File: src/rtl/lagd_fifo_mc_pkg.sv
// lagd_fifo_mc_pkg: shared width helper and per-lane status bundle for the multi-channel FIFO.
// Revision 1.0
`default_nettype none

package lagd_fifo_mc_pkg;

    function automatic int cnt_width(input int depth);
        return $clog2(depth + 1);
    endfunction

    typedef struct packed {
        logic full;
        logic empty;
        logic af;
        logic ae;
        logic ovf;
        logic udf;
    } lane_status_t;

endpackage

`default_nettype wire

File: src/rtl/lagd_fifo_mc_lane.sv
// lagd_fifo_mc_lane: one FIFO lane with skip-push, fall-through bypass, thresholds and sticky errors.
// Revision 1.0
`default_nettype none

module lagd_fifo_mc_lane
    import lagd_fifo_mc_pkg::*;
#(
    parameter int                    DATA_WIDTH   = 32,
    parameter int                    DEPTH        = 8,
    parameter bit                    FALL_THROUGH = 1'b0,
    parameter logic [DATA_WIDTH-1:0] RESET_VALUE  = '0,
    parameter int                    AF_THRESH    = DEPTH - 1,
    parameter int                    AE_THRESH    = 1,
    parameter int                    CNT_W        = cnt_width(DEPTH)
) (
    input  logic                  clk_i,
    input  logic                  rst_ni,
    input  logic                  flush_i,
    input  logic                  push_i,
    input  logic                  skip_i,
    input  logic [DATA_WIDTH-1:0] data_i,
    input  logic                  pop_i,
    output logic [DATA_WIDTH-1:0] data_o,
    output logic [CNT_W-1:0]      usage_o,
    output lane_status_t          status_o
);

    localparam int               PTR_W    = (DEPTH > 1) ? $clog2(DEPTH) : 1;
    localparam logic [PTR_W-1:0] LAST     = PTR_W'(DEPTH - 1);
    localparam logic [CNT_W-1:0] FULL_CNT = CNT_W'(DEPTH);

    logic [DATA_WIDTH-1:0] mem [DEPTH];
    logic [PTR_W-1:0]      wptr;
    logic [PTR_W-1:0]      rptr;
    logic [CNT_W-1:0]      usage;
    logic                  ovf;
    logic                  udf;

    logic is_empty;
    logic is_full;
    logic bypass;
    logic empty_vis;
    logic push_ok;
    logic pop_ok;
    logic wr_en;

    function automatic logic [PTR_W-1:0] ptr_incr(input logic [PTR_W-1:0] p);
        return (p == LAST) ? '0 : p + PTR_W'(1);
    endfunction

    assign is_empty  = (usage == '0);
    assign is_full   = (usage == FULL_CNT);
    // Bypass only for a real (non-skipped) push into an empty lane.
    assign bypass    = FALL_THROUGH && is_empty && push_i && !skip_i;
    assign empty_vis = is_empty && !bypass;
    assign pop_ok    = pop_i && !is_empty;
    assign push_ok   = push_i && !is_full && !(bypass && pop_i);
    assign wr_en     = push_ok && !skip_i && !flush_i;

    always_ff @(posedge clk_i or negedge rst_ni) begin
        if (!rst_ni) begin
            wptr  <= '0;
            rptr  <= '0;
            usage <= '0;
            ovf   <= 1'b0;
            udf   <= 1'b0;
        end else if (flush_i) begin
            wptr  <= '0;
            rptr  <= '0;
            usage <= '0;
            ovf   <= 1'b0;
            udf   <= 1'b0;
        end else begin
            if (push_ok) wptr <= ptr_incr(wptr);
            if (pop_ok)  rptr <= ptr_incr(rptr);
            if (push_ok && !pop_ok)      usage <= usage + CNT_W'(1);
            else if (pop_ok && !push_ok) usage <= usage - CNT_W'(1);
            if (push_i && is_full)       ovf <= 1'b1;
            if (pop_i && empty_vis)      udf <= 1'b1;
        end
    end

    // Storage is not cleared by flush; only reset restores the programmed content.
    always_ff @(posedge clk_i or negedge rst_ni) begin
        if (!rst_ni) begin
            for (int i = 0; i < DEPTH; i++) mem[i] <= RESET_VALUE;
        end else if (wr_en) begin
            mem[wptr] <= data_i;
        end
    end

    assign data_o         = bypass ? data_i : mem[rptr];
    assign usage_o        = usage;
    assign status_o.full  = is_full;
    assign status_o.empty = empty_vis;
    assign status_o.af    = (32'(usage) >= AF_THRESH);
    assign status_o.ae    = (32'(usage) <= AE_THRESH);
    assign status_o.ovf   = ovf;
    assign status_o.udf   = udf;

endmodule

`default_nettype wire

File: src/rtl/lagd_fifo_mc.sv
// lagd_fifo_mc: NUM_CH independent FIFO lanes sharing one clock/reset, with packed lane ports.
// Revision 1.0
`default_nettype none

module lagd_fifo_mc
    import lagd_fifo_mc_pkg::*;
#(
    parameter int                    NUM_CH       = 4,
    parameter int                    DATA_WIDTH   = 32,
    parameter int                    DEPTH        = 8,
    parameter bit                    FALL_THROUGH = 1'b0,
    parameter logic [DATA_WIDTH-1:0] RESET_VALUE  = '0,
    parameter int                    AF_THRESH    = DEPTH - 1,
    parameter int                    AE_THRESH    = 1,
    parameter int                    CNT_W        = cnt_width(DEPTH)
) (
    input  logic                         clk_i,
    input  logic                         rst_ni,
    input  logic [NUM_CH-1:0]            flush_i,
    input  logic [NUM_CH-1:0]            push_i,
    input  logic [NUM_CH-1:0]            skip_i,
    input  logic [NUM_CH*DATA_WIDTH-1:0] data_i,
    input  logic [NUM_CH-1:0]            pop_i,
    output logic [NUM_CH*DATA_WIDTH-1:0] data_o,
    output logic [NUM_CH-1:0]            full_o,
    output logic [NUM_CH-1:0]            empty_o,
    output logic [NUM_CH-1:0]            almost_full_o,
    output logic [NUM_CH-1:0]            almost_empty_o,
    output logic [NUM_CH*CNT_W-1:0]      usage_o,
    output logic [NUM_CH-1:0]            ovf_o,
    output logic [NUM_CH-1:0]            udf_o
);

    if (DEPTH < 1 || DEPTH > 65536) begin : g_depth_check
        $fatal(1, "lagd_fifo_mc: DEPTH must be in 1..65536");
    end

    for (genvar c = 0; c < NUM_CH; c++) begin : g_lane
        lane_status_t status;

        lagd_fifo_mc_lane #(
            .DATA_WIDTH   (DATA_WIDTH),
            .DEPTH        (DEPTH),
            .FALL_THROUGH (FALL_THROUGH),
            .RESET_VALUE  (RESET_VALUE),
            .AF_THRESH    (AF_THRESH),
            .AE_THRESH    (AE_THRESH),
            .CNT_W        (CNT_W)
        ) u_lane (
            .clk_i    (clk_i),
            .rst_ni   (rst_ni),
            .flush_i  (flush_i[c]),
            .push_i   (push_i[c]),
            .skip_i   (skip_i[c]),
            .data_i   (data_i[c*DATA_WIDTH +: DATA_WIDTH]),
            .pop_i    (pop_i[c]),
            .data_o   (data_o[c*DATA_WIDTH +: DATA_WIDTH]),
            .usage_o  (usage_o[c*CNT_W +: CNT_W]),
            .status_o (status)
        );

        assign full_o[c]         = status.full;
        assign empty_o[c]        = status.empty;
        assign almost_full_o[c]  = status.af;
        assign almost_empty_o[c] = status.ae;
        assign ovf_o[c]          = status.ovf;
        assign udf_o[c]          = status.udf;
    end

endmodule

`default_nettype wire

File: config.mk
export PLATFORM = sky130hd
export DESIGN_NAME = lagd_fifo_mc
export DESIGN_NICKNAME = d
export VERILOG_FILES = /design/src/rtl/lagd_fifo_mc_pkg.sv /design/src/rtl/lagd_fifo_mc_lane.sv /design/src/rtl/lagd_fifo_mc.sv
export SDC_FILE = /design/constraint.sdc
export NUM_CORES = 1
export LEC_CHECK = 0
export BUFFER_PORTS_ARGS = -buffer_cell sky130_fd_sc_hd__buf_2
export CORE_ASPECT_RATIO = 0.7
export CORE_MARGIN = 8
export CORE_UTILIZATION = 55
export DETAILED_ROUTE_END_ITERATION = 16
export HOLD_SLACK_MARGIN = 0.15
export PLACE_DENSITY = 0.73
export SLEW_MARGIN = 30
export SYNTH_ARGS = -nofsm -noshare
export SYNTH_HDL_FRONTEND = slang
export SYNTH_SLANG_ARGS = --single-unit
export TNS_END_PERCENT = 5
File: constraint.sdc
create_clock -name clk_i -period 6.8 [get_ports clk_i]
set_input_delay 1.02 -clock clk_i [delete_from_list [all_inputs] [get_ports clk_i]]
set_output_delay 1.02 -clock clk_i [all_outputs]
set_load 0.05 [all_outputs]
==> flow_metrics.tcl <==
set metrics [dict create \
    r2r_cells 7 \
    clockBufferDepth 3 \
    worst-endpoint-required_ns 5.78 \
    drc 0 \
    die-height_um 265.0 \
    pwr-share-seq 0.398 \
    grt_pass1_wl_mm 178.9 \
    area_growth_syn_to_layout_pct 12.55 \
    wirelength_mm 111.7 \
    nNetsFinal 3440 \
    io_buffers 313 \
    synth_top_cell_by_area "dfrtp_1" \
    leakagePower_uw 0.02584 \
    synth_cell_type_count 55 \
    place.gp.congestion 0.8019 \
    synth_nets 3182 \
    fin_tns_setup_ns 0 \
    hold_violations 0 \
    status "complete, no violations" \
    grt.overflow.total 0 \
    dpl-instance-area_sq_um 51330 \
    cts_setup_buffers 0 \
    root_buffer "clkbuf_16" \
    path_clk_slew_ns 0.06 \
    num_rows 91 \
    cts_tree "built" \
    die_w_um 371.7 \
    rsz0062_at_grt "false" \
    cts_sinks 1072 \
    intPower_uw 13740 \
    ir_drop_mv 0.4154 \
    crit_path_start_kind "flip-flop" \
    pre_cts_ws_ns 2.988 \
    pwr-share-comb 0.329 \
    setup_ws_ns 2.353 \
    ctsResizeCount 0 \
    synth_largest_type_area_fraction 0.5506 \
    core_area_sq_um 87900 \
    io_pins 314 \
    syn_inst 3005 \
    timing.slew.headroom 0.3885 \
    powerDensity_nw_per_um2 385.6 \
    grt_usage 0.2290 \
    ys_ff_latch 1072 \
    cp_max_fo 40 \
    dr.pass1.iters 7 \
    vias 27320 \
    arrival_ns 3.43 \
    fin_skew_ns 0.02022 \
    antenna_found_initial 25 \
    ys_top_cells_by_area "dfrtp_1 (55%), mux2_2 (26%), mux4_2 (12%)" \
    clkPwrFrac 0.274 \
    grt_pass1_vias 30520 \
    critPathKind "reg -> out" \
    setup_viol 0 \
    viasPerCell 6.036 \
    fin_util 0.6238 \
    cts_buffers 102 \
    hp-class "in -> async" \
    finalCritPeriodShare 0.6539 \
    cp-startpoint "g_lane[0].u_lane.rptr[0]" \
    wire_per_inst_um 24.68 \
    fmax_ghz 0.2249 \
    grt_start_max_net_pins 165 \
    yosys_warnings 0 \
    final.min_clock_period_ns 4.447 \
    slew_viol_final 0 \
    worst_pin_slew_ns 0.9151 \
    switching_power_uw 7403 \
    critPathCaptureType "output pin" \
    postRouteAntennaNets 0 \
    ys_seq_area_frac 0.5506 \
    reg2reg_from "g_lane[2].u_lane.usage_o[0]" \
    cts_hold_buf 0 \
    design_area_sq_um 54830 \
    maxCapViolations 0 \
    start_util 0.5543 \
    synth_area_sq_um 48720 \
    p_sw_frac 0.3502 \
    drive_gt1_frac 0.5882 \
    hpwl_mm 70.13 \
    cts_max_level 3 \
    synth_area_per_cell_sq_um 16.21 \
    drtIter0Drc 1842 \
    insertion_delay_ns 0.68 \
    die_area_sq_um 98510 \
]
[per-layer routing]
layer / part of all wire / track usage / vias to the layer above / wire length [um]
li1: - / - / 11760 / -
met2: 0.49 / 0.3713 / 585 / 54710
met1: 0.43 / 0.3108 / 14750 / 47970
met3: 0.052 / 0.04938 / 204 / 5861
met4: 0.027 / 0.07418 / 16 / 3033
met5: 0.00086 / 0 / - / 96
[worst max-delay path, cell delays in order, from the launching register on]
cell,delay [ns]
dfrtp_4,0.96
buf_4,0.61
mux4_2,0.58
mux2_2,0.29
buf_2,0.26
[through the flow]
stage / instances / total power, uW / hold slack [ns]
after floorplan: 3005 / 13730 / 0.4533
after detailed placement: 4319 / 15510 / 0.4748
final: 4525 / 21140 / 0.3745
after global placement: 4318 / 15240 / 0.4642
after global routing: 4519 / 22100 / 0.3967
after CTS: 4506 / 21360 / 0.3633
[path summary, 6_finish.rpt]
check | endpoint | slack [ns]
setup / recovery | data_o[27] | 2.35
hold / removal | g_lane[3].u_lane.mem[49] | 0.37
setup reg to reg | g_lane[2].u_lane.mem[174] | 3.17
hold reg to reg | g_lane[0].u_lane.mem[134] | 0.49
max in group asynchronous | g_lane[2].u_lane.mem[137] | 4.94
min in group clk_i | g_lane[0].u_lane.mem[134] | 0.49
[power by group through the flow]
stage	Combinational, uW	Sequential (uW)	Clock (uW)
after floorplan	5570	8150	0
after global placement	6790	8440	0
after detailed placement	6960	8550	0
after CTS	6990	8440	5920
after global routing	7340	8590	6170
final	6950	8400	5790
[cell usage after synthesis, drive strengths merged]
master   instances
a2111oi          1
a211oi           6
a21boi           2
a21o             3
a21oi           35
a221oi           4
a31oi            4
a32oi            1
and2             3
and3             2
and4             1
and4b            3
and4bb           1
buf            136
clkbuf          82
dfrtp         1072
ha              31
inv             14
mux2          1158
mux2i            9
mux4           256
nand2           43
nand2b           5
nand3            6
nand3b          11
nand4            1
nand4b           3
nor2            41
nor2b           13
nor3            15
nor3b           10
nor4b            3
nor4bb           2
o21ai            4
o21bai           1
o22ai            1
or2              1
or3              7
or3b             4
or4b             4
xnor2            2
xnor3            3
xor2             1
[area by class of cell]
| cell class | instances | area, sq um |
|---|---|---|
| diodes | 17 | 42.54 |
| clock buffers | 157 | 2980 |
| clock inverters | 30 | 422.9 |
| fillers | 6356 | 33070 |
| inverters | 14 | 52.55 |
| multi-input cells | 1701 | 20910 |
| flip-flops and latches | 1072 | 26850 |
| well taps | 1162 | 1454 |
| repair buffers | 372 | 2122 |
[placed cells by master, fill, tap and decap left out, types with 20 or more instances in the layout]
master,count
mux2_2,1145
dfrtp_1,1063
buf_2,312
mux4_2,256
clkbuf_16,103
buf_4,50
nand2_1,43
nor2_1,37
a21oi_1,35
clkbuf_1,34
ha_1,31
clkbuf_8,20
[state kept, by name, summed over array words and instances (netlist names)]
register and flops:
g_lane.u_lane.mem 1024, g_lane.u_lane.usage_o 16, g_lane.u_lane.rptr 12, g_lane.u_lane.wptr 12, g_lane.u_lane.ovf 4, g_lane.u_lane.udf 4
[cell families after synthesis]
family          Yosys count  synth area share
flops                  1072            0.5506
compound gates           62          0.007576
xor+xnor                  6          0.001926
fa+ha+maj                31          0.007961
simple gates            179           0.02124
buf+inv                 232           0.02283
mux                    1423            0.3878
(Power assumes the default switching activity.)
